**config.mk**
```make
export PLATFORM = sky130hd
export DESIGN_NAME = rf_wb_arbiter
export DESIGN_NICKNAME = d
export VERILOG_FILES = /design/src/rtl/rf_pkg.sv /design/src/rtl/wb_slot.sv /design/src/rtl/rf_wb_arbiter.sv
export SDC_FILE = /design/constraint.sdc
export NUM_CORES = 1
export LEC_CHECK = 0
export BUFFER_PORTS_ARGS = -buffer_cell sky130_fd_sc_hd__buf_2
export CELL_PAD_IN_SITES_DETAIL_PLACEMENT = 2
export CELL_PAD_IN_SITES_GLOBAL_PLACEMENT = 2
export CORE_UTILIZATION = 28
export CTS_CLUSTER_DIAMETER = 100
export DETAILED_ROUTE_END_ITERATION = 10
export GPL_TIMING_DRIVEN = 0
export PLACE_DENSITY_LB_ADDON = 0.1
export REMOVE_ABC_BUFFERS = 1
export SKIP_LAST_GASP = 1
export SYNTH_ARGS = -nofsm -noshare
export SYNTH_HDL_FRONTEND = slang
export SYNTH_SLANG_ARGS = --single-unit
```
**constraint.sdc**
```tcl
create_clock -name clk -period 2.4 [get_ports clk]
set_input_delay 0.12 -clock clk [delete_from_list [all_inputs] [get_ports clk]]
set_output_delay 0.12 -clock clk [all_outputs]
set_load 0.03 [all_outputs]
```
**src/rtl/rf_pkg.sv**
```systemverilog
// Shared constants, slot payload type and the slot/register match helper.
package rf_pkg;

  localparam int unsigned DATA_W   = 16;
  localparam int unsigned NUM_REGS = 16;
  localparam int unsigned REG_W    = $clog2(NUM_REGS);

  localparam logic [REG_W-1:0] ZERO_REG = '0;

  typedef struct packed {
    logic              valid;
    logic [REG_W-1:0]  dst;
    logic [DATA_W-1:0] data;
  } slot_t;

  // A full slot matches a read port when it targets that (non-zero) register.
  function automatic logic slot_hit(input slot_t s, input logic [REG_W-1:0] id);
    return s.valid && (id != ZERO_REG) && (s.dst == id);
  endfunction

endpackage

```
**src/rtl/wb_slot.sv**
```systemverilog
// One-entry writeback buffer: accepts on valid&&ready, empties when granted,
// reloads in the same cycle if a new entry arrives while it is being drained.
module wb_slot
  import rf_pkg::*;
(
  input  logic              clk,
  input  logic              rst,
  input  logic              i_valid,
  input  logic [REG_W-1:0]  i_dst,
  input  logic [DATA_W-1:0] i_data,
  input  logic              i_grant,
  output logic              o_ready,
  output logic              o_load,
  output slot_t             o_slot
);

  slot_t r_slot;
  logic  w_ready;

  // Ready depends only on state (and reset), never on this channel's valid.
  assign w_ready = rst & (~r_slot.valid | i_grant);
  assign o_ready = w_ready;
  assign o_load  = i_valid & w_ready;
  assign o_slot  = r_slot;

  // Slot register: load has priority over drain so a granted slot can reload.
  always_ff @(posedge clk) begin
    if (!rst) begin
      r_slot <= '0;
    end else if (o_load) begin
      r_slot <= '{valid: 1'b1, dst: i_dst, data: i_data};
    end else if (i_grant) begin
      r_slot <= '0;
    end
  end

endmodule

```
**src/rtl/rf_wb_arbiter.sv**
```systemverilog
// Two-requester write-port arbiter for the register file, with oldest-first
// draining, read-after-write hazard detection and forwarding of buffered data.
module rf_wb_arbiter
  import rf_pkg::*;
(
  input  logic              clk,
  input  logic              rst,
  input  logic              alu_valid,
  output logic              alu_ready,
  input  logic [REG_W-1:0]  alu_dst,
  input  logic [DATA_W-1:0] alu_data,
  input  logic              mem_valid,
  output logic              mem_ready,
  input  logic [REG_W-1:0]  mem_dst,
  input  logic [DATA_W-1:0] mem_data,
  output logic              rf_wen,
  output logic [REG_W-1:0]  rf_dst,
  output logic [DATA_W-1:0] rf_data,
  input  logic [REG_W-1:0]  src1_id,
  input  logic [REG_W-1:0]  src2_id,
  output logic              src1_hit,
  output logic              src2_hit,
  output logic [DATA_W-1:0] src1_fwd,
  output logic [DATA_W-1:0] src2_fwd,
  output logic              idle
);

  slot_t w_alu_slot;
  slot_t w_mem_slot;
  logic  w_alu_load;
  logic  w_mem_load;
  logic  w_alu_grant;
  logic  w_mem_grant;
  logic  r_mem_older;

  wb_slot u_alu_slot (
    .clk     (clk),
    .rst     (rst),
    .i_valid (alu_valid),
    .i_dst   (alu_dst),
    .i_data  (alu_data),
    .i_grant (w_alu_grant),
    .o_ready (alu_ready),
    .o_load  (w_alu_load),
    .o_slot  (w_alu_slot)
  );

  wb_slot u_mem_slot (
    .clk     (clk),
    .rst     (rst),
    .i_valid (mem_valid),
    .i_dst   (mem_dst),
    .i_data  (mem_data),
    .i_grant (w_mem_grant),
    .o_ready (mem_ready),
    .o_load  (w_mem_load),
    .o_slot  (w_mem_slot)
  );

  // Grant: a lone full slot wins; with both full the older one wins (ALU on ties).
  always_comb begin
    w_alu_grant = 1'b0;
    w_mem_grant = 1'b0;
    if (w_alu_slot.valid && w_mem_slot.valid) begin
      w_mem_grant = r_mem_older;
      w_alu_grant = ~r_mem_older;
    end else begin
      w_alu_grant = w_alu_slot.valid;
      w_mem_grant = w_mem_slot.valid;
    end
  end

  // Age bit: memory is older only if it survives an edge on which ALU reloads.
  always_ff @(posedge clk) begin
    if (!rst) begin
      r_mem_older <= 1'b0;
    end else if (w_alu_load && w_mem_load) begin
      r_mem_older <= 1'b0;
    end else if (w_alu_load) begin
      r_mem_older <= w_mem_slot.valid & ~w_mem_grant;
    end else if (w_mem_load) begin
      r_mem_older <= 1'b0;
    end
  end

  // Write port drive from the granted slot; register 0 drains without a write.
  always_comb begin
    rf_dst  = '0;
    rf_data = '0;
    if (w_alu_grant) begin
      rf_dst  = w_alu_slot.dst;
      rf_data = w_alu_slot.data;
    end else if (w_mem_grant) begin
      rf_dst  = w_mem_slot.dst;
      rf_data = w_mem_slot.data;
    end
    rf_wen = (w_alu_grant | w_mem_grant) && (rf_dst != ZERO_REG);
    idle   = ~w_alu_slot.valid & ~w_mem_slot.valid;
  end

  logic [REG_W-1:0]  w_src_id  [2];
  logic              w_src_hit [2];
  logic [DATA_W-1:0] w_src_fwd [2];

  assign w_src_id[0] = src1_id;
  assign w_src_id[1] = src2_id;

  // Hazard compare and forwarding; with two matches the younger slot wins.
  always_comb begin
    for (int p = 0; p < 2; p++) begin
      logic h_alu;
      logic h_mem;
      h_alu        = slot_hit(w_alu_slot, w_src_id[p]);
      h_mem        = slot_hit(w_mem_slot, w_src_id[p]);
      w_src_hit[p] = h_alu | h_mem;
      w_src_fwd[p] = '0;
      if (h_alu && h_mem) begin
        w_src_fwd[p] = r_mem_older ? w_alu_slot.data : w_mem_slot.data;
      end else if (h_alu) begin
        w_src_fwd[p] = w_alu_slot.data;
      end else if (h_mem) begin
        w_src_fwd[p] = w_mem_slot.data;
      end
    end
  end

  assign src1_hit = w_src_hit[0];
  assign src2_hit = w_src_hit[1];
  assign src1_fwd = w_src_fwd[0];
  assign src2_fwd = w_src_fwd[1];

endmodule
```
==> run summary <==
The post-layout minimum cycle time is 2335 ps. The number of cells in the finished layout apart from fillers is a little over 500. The cell area after synthesis came out at 2465 µm². At the pin with the least slew margin, the transition time is 1026 ps. STA puts the critical path data arrival time at 2220 ps.

Of all flip-flops after synthesis, the portion carrying an async set or reset was 0%. Based on the critical path, the design can be clocked at up to ~430 MHz. The top-area cell type share of the netlist area is around a third.

The tightest slew margin relative to the limit came out at 31.63%. The worst stage delay on the critical path came out at around 560 ps. dfxtp_1 takes more of the synthesized area than any other cell.

The placed instances occupy a cell area of just over 3000 µm². The startpoint identified for the worst register-to-register timing path is u_mem_slot.o_slot[20]. The launch instance of the worst min-delay path is mem_dst[1]. For this run, the leading register cell type out of synthesis is dfxtp_1. The detail route stage leaves a number of antenna-violating nets equal to 0.

The most heavily used metal layer in global routing is met2. The initial antenna violation count was 0. The routed wire length came out at around 10000 µm. The longest clock path from root to sink contains 2 buffers.

The leakage power of the design came out at about 1.5 nW. The number of hold buffers added after cts is 0. The max-slew violation total from the final report came out at 0. The clock drives 43 sinks. The flow ran to the end, and the final reports show no timing, DRC or antenna violations. The post-route total power came out at roughly 1.6 mW. The floorplan step defined a die boundary enclosing just over 9000 µm².

Along the worst path, the maximum fanout reaches 16. STA classifies the critical path endpoint as a primary output. The total inserted antenna cells is 0. In this run the horizontal extent of the chip is 95.83 µm.

The met1 demand-to-capacity share in global routing is 27.48%. The global routing usage summed across all routing layers is 21.52%. The number of CTS-inserted buffers is 5.

The worst-skew pair later-pin latency is 300 ps. The worst clock skew came out at approximately 5.9 ps. The final-report hold violation count was 0. The count of flip-flops with a built-in enable after synthesis came out at 0. The number of max-cap violations came out at 0. The congestion estimate from routability-driven global placement came to ~0.76.

The number of placed cells counting well taps came out at 490. The per-instance average area after synthesis is approximately 8.2 µm². The number of optimization iterations in the first detailed-route pass came out at 4. The sum of negative setup slack is 0 ps. The global-route wire length before repair came out at 14760 µm. The critical path goes through or4_1, nand4_1, buf_4, a311oi_4, buf_12, a22o_2, buf_2. The global-route congestion overflow total is 0. The number of placed I/O pins is between 100 and 150. At the end of the flow, the number of nets in the layout was about 460.

STA puts the critical path data required time at ~2300 ps. The share of the Yosys chip area taken by registers is 34.92%. The site row count came out at 33. The maximum level of the CTS H-tree is 2.

In this run, the number of DRC markers left after iteration 0 of detailed routing was 65. Hold is met by 25.44 ps. The netlist uses 33 different library cells. The critical path is of the flip-flop to primary output type. Synthesis handed over a netlist of between 200 and 300 instances.

In the routed layout, each cell is associated on average with a via count of 5.329. The setup slack after layout came out at 64.67 ps. The final-report setup violation count is 0. The total DRC errors in the routed layout came out at 0.

The area growth from synthesis to layout came out at 35.79%. The maximum number of pins on one net before global-route repair came out at 32. By count the netlist is led by 67 x nand2_1, 43 x dfxtp_1, 36 x a22o_1.

The count of vias placed by the detailed router came out at 2718. The kind of launch point of the worst setup path is a flip-flop. The die is 95.83 µm tall.

The post-CTS clock slew at the launch and capture registers of the worst setup and hold paths came out at 80 ps. The total number of yosys warnings came out at 0. The total half-perimeter wirelength after legalization and detailed placement came out at 6509 µm.

Yosys attributes the largest share of cell area to dfxtp_1 35%, a22o_1 13%, nand2_1 10%, a22o_2 6.5%, a21boi_0 6.4%. The starting density of the core is 29.41%. The met2 usage came out at 37.08%. The maximum VDD drop came out at 0.0002359 V. After synthesis the netlist holds a flip-flop and latch count of 43. The root cell of the clock tree is clkbuf_8. The slowest stage of the critical path is the or4_1 cell. The min-delay analysis places its worst path in the category input port to flip-flop. Global routing consumed, on the met3 layer, around 4.3% of the routing resources. Once layout is complete, the utilization of the core stands at 39.93%. The share of the cycle needed by the critical path after routing is 97.31%. The post-place setup slack is -686.0 ps. Of the cells placed in the final design, the portion with a size suffix greater than 1 is 39.26%.

Port buffering added 109 buffers. The most frequently used cell type in the post-synthesis netlist is nand2_1. The power density over the cells is 481.5 nW/µm². The routed wirelength normalized by instance count is 19.67 µm. The summed area of non-filler cells in the final layout is 3347 µm². The number of global-route vias before repair is 2757.

TritonCTS built the clock tree. The area of the placeable core came out at 8382 µm². The timing startpoint of the critical path is u_mem_slot.o_slot[18].
## logic make-up after synthesis
| logic type | synth area share [%] |
|---|---|
| and+or+nand+nor | 19.95 |
| buffers and inverters | 5.228 |
| AOI/OAI and AO/OA | 34.21 |
| DFF | 34.92 |
| xor gates and xnor gates | 5.686 |
## critical path: cells and delay by family (launching register included)
kind,cells,cell delay (ps)
AND/OR/NAND/NOR,2,710
flip-flops,1,380
AO/OA/AOI/OAI,2,320
buffers and inverters,3,510
## final timing paths
kind	endpoint	slack, ps	cells after the start
setup / recovery	src1_fwd[10]	60	7
hold / removal	u_mem_slot.o_slot[17]	30	2
setup reg to reg	u_mem_slot.o_slot[0]	220	4
hold reg to reg	u_alu_slot.o_slot[1]	520	2
## metal layers
| layer | routed length, µm | up-vias |
|---|---|---|
| li1 | - | 1306 |
| met1 | 4661 | 1327 |
| met2 | 4811 | 78 |
| met3 | 458 | 7 |
| met4 | 102 | 0 |
| met5 | 0 | - |
## registers in the layout, indices dropped and copies added (netlist names)
name / flops
u_alu_slot.o_slot: 21
u_mem_slot.o_slot: 21
r_mem_older: 1
## cells in the final DEF, fill, tap and decap left out, drive strengths merged
cell type / netlist / layout
buf: 10 / 120
nand2: 67 / 67
a22o: 52 / 52
dfxtp: 43 / 43
nand3: 24 / 24
a21boi: 22 / 23
o21ai: 22 / 22
xnor2: 9 / 9
clkbuf: 15 / 8
xor2: 7 / 7
nor2: 4 / 4
or4: 3 / 3
nor4: 3 / 3
nor2b: 2 / 2
and2: 2 / 2
nand4: 2 / 2
a311oi: 2 / 2
o21a: 2 / 2
o311a: 1 / 2
nor3: 1 / 1
o2111a: 1 / 1
and3: 1 / 1
o211ai: 1 / 1
a21oi: 1 / 1
and3b: 1 / 1
inv: 1 / 1
clkinv: 0 / 1
## area by class of cell
type	count	area [µm²]
timing repair buffer	122	696.9
fill	1002	5035
clock buffer	6	82.58
multi-input combinational	232	1559
inverter	1	3.754
clock inverter	1	5.005
sequential	43	868.3
tap	105	131.4
## power breakdown
group,internal [mW],total [mW],leakage [nW],switching (mW)
registers,0.750,0.810,0.355,0.0602
logic,0.127,0.320,1.08,0.193
clock network,0.226,0.481,0.0470,0.255
total,1.10,1.61,1.48,0.508
## timing repair
action | CTS | global route
endpoints found under the setup margin | 95 | 32
setup buffers | 3 | 8
gates cloned | 1 | 1
pin swaps | 4 | 5
gates resized for setup | 6 | 7
Note: power is estimated with default switching activity, not from simulation.
